## config.mk

```make
export PLATFORM = sky130hd
export DESIGN_NAME = uart_line_fifo
export DESIGN_NICKNAME = d
export VERILOG_FILES = /design/src/rtl/uart_line_fifo.sv
export SDC_FILE = /design/constraint.sdc
export NUM_CORES = 1
export LEC_CHECK = 0
export ABC_AREA = 1
export CORE_ASPECT_RATIO = 0.9
export CORE_MARGIN = 2
export CORE_UTILIZATION = 30
export CTS_CLUSTER_SIZE = 28
export DETAILED_ROUTE_END_ITERATION = 16
export SLEW_MARGIN = 20
export SYNTH_ARGS = -nofsm -noshare
export SYNTH_HDL_FRONTEND = slang
export SYNTH_SLANG_ARGS = --single-unit
```

## constraint.sdc

```tcl
create_clock -name clk -period 2.2 [get_ports clk]
set_input_delay 0.33 -clock clk [delete_from_list [all_inputs] [get_ports clk]]
set_output_delay 0.33 -clock clk [all_outputs]
set_load 0.02 [all_outputs]
```

## src/rtl/uart_line_fifo.sv

```systemverilog
// Receive byte FIFO behind the uart receiver with a one-cycle pop port, sticky overflow
// and an optional count of stored end-of-line bytes (enabled by UART_LINE_FIFO_LINES_EN).
module uart_line_fifo #(
    parameter int               WIDTH = 8,
    parameter int               DEPTH = 4,
    parameter logic [WIDTH-1:0] EOL   = 8'h0a
) (
    input  logic             clk,
    input  logic             reset,
    input  logic             re,
    input  logic [WIDTH-1:0] data_rx,
    input  logic             rd_en,
    input  logic             clear,
    output logic [WIDTH-1:0] rd_data,
    output logic             rd_valid,
    output logic [DEPTH:0]   count,
    output logic             empty,
    output logic             full,
    output logic             overflow,
    output logic [DEPTH:0]   lines
);

    localparam int             ENTRIES  = 1 << DEPTH;
    localparam logic [DEPTH:0] CNT_FULL = (DEPTH+1)'(ENTRIES);
    localparam logic [DEPTH:0] CNT_ONE  = (DEPTH+1)'(1);
    localparam logic [DEPTH-1:0] PTR_ONE = DEPTH'(1);

    logic [WIDTH-1:0] mem [ENTRIES];
    logic [DEPTH-1:0] wp, rp;
    logic             pop, push, drop;

    assign empty = (count == '0);
    assign full  = (count == CNT_FULL);

    // A pop in the same cycle frees the slot a full-FIFO push needs.
    assign pop  = rd_en & ~empty;
    assign push = re & (~full | pop);
    assign drop = re & ~push;

    always_ff @(posedge clk) begin
        if (push)
            mem[wp] <= data_rx;
    end

    always_ff @(posedge clk or posedge reset) begin
        if (reset) begin
            wp       <= '0;
            rp       <= '0;
            count    <= '0;
            rd_data  <= '0;
            rd_valid <= 1'b0;
            overflow <= 1'b0;
        end else begin
            rd_valid <= pop;
            if (pop) begin
                rd_data <= mem[rp];
                rp      <= rp + PTR_ONE;
            end
            if (push)
                wp <= wp + PTR_ONE;
            case ({push, pop})
                2'b10:   count <= count + CNT_ONE;
                2'b01:   count <= count - CNT_ONE;
                default: count <= count;
            endcase
            // A drop in the same cycle as clear leaves the flag set.
            if (drop)
                overflow <= 1'b1;
            else if (clear)
                overflow <= 1'b0;
        end
    end

`ifdef UART_LINE_FIFO_LINES_EN
    logic eol_in, eol_out;

    assign eol_in  = push & (data_rx == EOL);
    assign eol_out = pop & (mem[rp] == EOL);

    always_ff @(posedge clk or posedge reset) begin
        if (reset)
            lines <= '0;
        else if (eol_in & ~eol_out)
            lines <= lines + CNT_ONE;
        else if (eol_out & ~eol_in)
            lines <= lines - CNT_ONE;
    end
`else
    assign lines = '0;
`endif

endmodule

```

==> flow_summary_export.csv <==
group,metric,value,unit
synth,netlist_instances,670,
finish,drive_gt1_share,10.2,%
grt,grt_max_degree,51,
pwr,combPwrFrac,36.5,%
worst_setup_path,required,1.87,ns
floorplan,die_w,162,um
placed_design,placed_cells,1001,
synth,avgSynthCellArea,10.1,sq um
sta,finalSetupTns,0,ns
worst_setup_path,critPathArrivalTime,1.55,ns
placed_design,io_buffers,29,
worst_setup_path,crit_start,"count[3]",
route,vias,4408,
route,route.antenna.remaining_nets,0,
finish,layout.filler_cells,2187,
finish,stdcell_count,1032,
floorplan,start_util,30.4,%
route,drtIter0Drc,420,
placed_design,dp_hpwl,9270,um
cts,cts_made_buffers,17,
finish,diodes,0,
flow_run,maxCapViolCount,0,
floorplan,pin_count,35,
worst_hold_path,hold_class,"in -> async",
pwr,p_clk_share,26.3,%
pwr,switching_share,37.2,%
synth,synth.largest_area_cell,"edfxtp_1",
placed_design,globalplace.congestion,0.829,
worst_setup_path,worstReg2RegStart,"count[3]",
worst_setup_path,crit_path_end_kind,"output port",
grt,track_usage,13.1,%
worst_setup_path,regToRegSetupSlack,0.32,ns
synth,yosys_register_bits,151,
cts,clock_sinks,151,
pwr,p_leak,3.56,nW
sta,maxSlewHeadroom,52.3,%
sta,setup_viol,0,
floorplan,core_area,22300,sq um
route,wl_per_cell,14.3,um
grt,grt_pass1_vias,4105,
finish,layout.nets,745,
finish,area_delta_synth_final,18.9,%
synth,syn_area,6780,sq um
sta,min_period,1.88,ns
worst_setup_path,path_class,"reg -> out",
cts,clock_path_buffers,2,
sta,finalCritPeriodShare,85.6,%
worst_setup_path,startpoint_type,"flip-flop",
synth,yosysTopAreaCellShare,56.7,%
cts,root_buffer,"clkbuf_16",
worst_setup_path,path_cells,"nor2_2 > nand3_2 > inv_1 > dlygate4sd2_1",
route,routed_wl,14700,um
grt,grt.overflow.total,0,
floorplan,chipHeight,147,um
cts,htree_levels,4,
worst_setup_path,max_stage_delay,0.42,ns
cts,cts_tree,"yes",
cts,cts_hold_buf,0,
pwr,power,0.0101,W
synth,synth_area_leaders,"edfxtp_1 57%, nand2_1 12%, dfrtp_1 8.5%",
floorplan,die_area,23800,sq um
cts,clkLatencyLatePin,0.42,ns
sta,fmax,531,MHz
finish,final_core_util,36.1,%
floorplan,row_count,52,
sta,drv_slew,0,
synth,synth.distinct_cells,29,
route,vias_per_cell,4.27,
worst_setup_path,rr_worst_depth,13,
pwr,p_switching,0.00377,W
sta,max_slew.worst_pin.slew,0.713,ns
pwr,power_density,1260,nW/um^2
worst_setup_path,worstPathMaxFanout,5,
run_status,status,"finished clean",
sta,rsz0062_at_grt,"no",
grt,antenna_found_initial,0,
route,drc_errors,0,
grt,grt_first_pass_wirelength,23500,um
pwr,ir_worst_vdd,0.631,mV
worst_setup_path,reg2reg_to,"count[4]",
worst_setup_path,cp_num_buf_inv,2,
pwr,seqPwrFrac,37.2,%
sta,fin_skew,0.00904,ns
worst_setup_path,slowest_stage,"dfrtp_1",
worst_setup_path,crit_family,"flip-flops",
sta,finalHoldViolCount,0,
synth,yosysWarnings,0,
pwr,p_int,0.00636,W
cts,clk_pin_slew,0.06,ns
synth,yosysSeqAreaShare,65.2,%
route,dr.pass1.iters,5,
==> logic make-up (layout without fill, tap and decap cells) <==
kind of cell | after synthesis | after routing | share of synthesized area [%]
AND/OR/NAND/NOR | 341 | 341 | 21.2
adder cells (fa/ha/maj) | 9 | 9 | 1.77
other | 1 | 5 | 0.0553
AO/OA/AOI/OAI | 9 | 9 | 0.886
buffers and inverters | 150 | 211 | 9.61
XOR/XNOR | 9 | 9 | 1.27
flip-flops | 151 | 151 | 65.2
==> layout by cell type, fill, tap and decap left out, types with 3 or more instances in the layout <==
cell,instances
xor2_1,7
o21ai_1,3
nand3_1,103
dfrtp_1,22
inv_2,5
clkbuf_16,17
edfxtp_1,128
clkinv_2,4
buf_4,31
nor2_1,20
nand2_1,211
clkdlybuf4s50_1,27
ha_1,8
inv_1,112
conb_1,5
==> metal layers <==
layer	part of all wire [%]	wire (um)	GRT usage [%]
met3	5.4	798	3.24
met5	0	0	0
met1	50	7360	19.5
met4	0.99	146	4.42
met2	44	6420	18.6
==> registers in the layout (all words and copies together), names as in the netlist <==
name and flops:
rp 4, wp 4, rd_data 8, count 5, mem 128, rd_valid 1, overflow 1
==> power by group through the flow <==
stage	clock, W	sequential, W	combinational (W)
finish	0.00267	0.00376	0.00370
global route	0.00284	0.00381	0.00414
CTS	0.00272	0.00377	0.00373
detailed placement	0	0.00382	0.00372
global placement	0	0.00382	0.00370
floorplan	0	0.00393	0.00234
==> area by class of cell <==
class | count | area, sq um | area share (%)
clock buffer | 19 | 433 | 5.37
timing repair buffer | 62 | 564 | 7.00
inverter | 118 | 443 | 5.49
clock inverter | 12 | 104 | 1.29
sequential | 151 | 4420 | 54.8
multi-input combinational | 373 | 1730 | 21.4
tap | 297 | 372 | 4.61
==> metrics by stage <==
stage	hold slack, ns	worst slack, ns	cell area [sq um]
finish	0.266	0.316	8060
CTS	0.265	0.0244	8060
global placement	0.465	0.0969	7520
floorplan	0.332	0.272	6800
detailed placement	0.474	0.0885	7520
global route	0.309	0.0668	8060
==> worst register-to-register path, delay by kind of cell (launching register included) <==
kind / cells / cell delay [ns]
DFF: 1 / 0.41
adders and majority gates: 1 / 0.32
buffers and inverters: 2 / 0.08
AOI/OAI and AO/OA: 1 / 0.15
and+or+nand+nor: 9 / 0.82
==> cells in the mapped netlist, drive strengths merged <==
library cell	n
buf	29
o32ai	1
edfxtp	128
ha	8
nand4	1
xnor2	1
fa	1
inv	117
nand2	215
nand3	104
nor2	21
clkinv	1
xor2	8
a21oi	2
conb	1
clkbuf	3
o21ai	6
dfrtp	23
==> worst max path at each step <==
stage | cells after the start | end
after floorplan | 14 | count[4]
after global placement | 12 | count[4]
after detailed placement | 12 | count[4]
after CTS | 4 | empty
after global routing | 12 | count[4]
final | 4 | full
==> what timing repair did <==
| item | 4_1_cts | 5_1_grt |
|---|---|---|
| gates resized for setup | 1 | 1 |
| buffers inserted | 0 | 0 |
| hold endpoints to repair | 0 | 0 |
| endpoints found under the setup margin | 1 | 1 |
(Power assumes the default switching activity.)
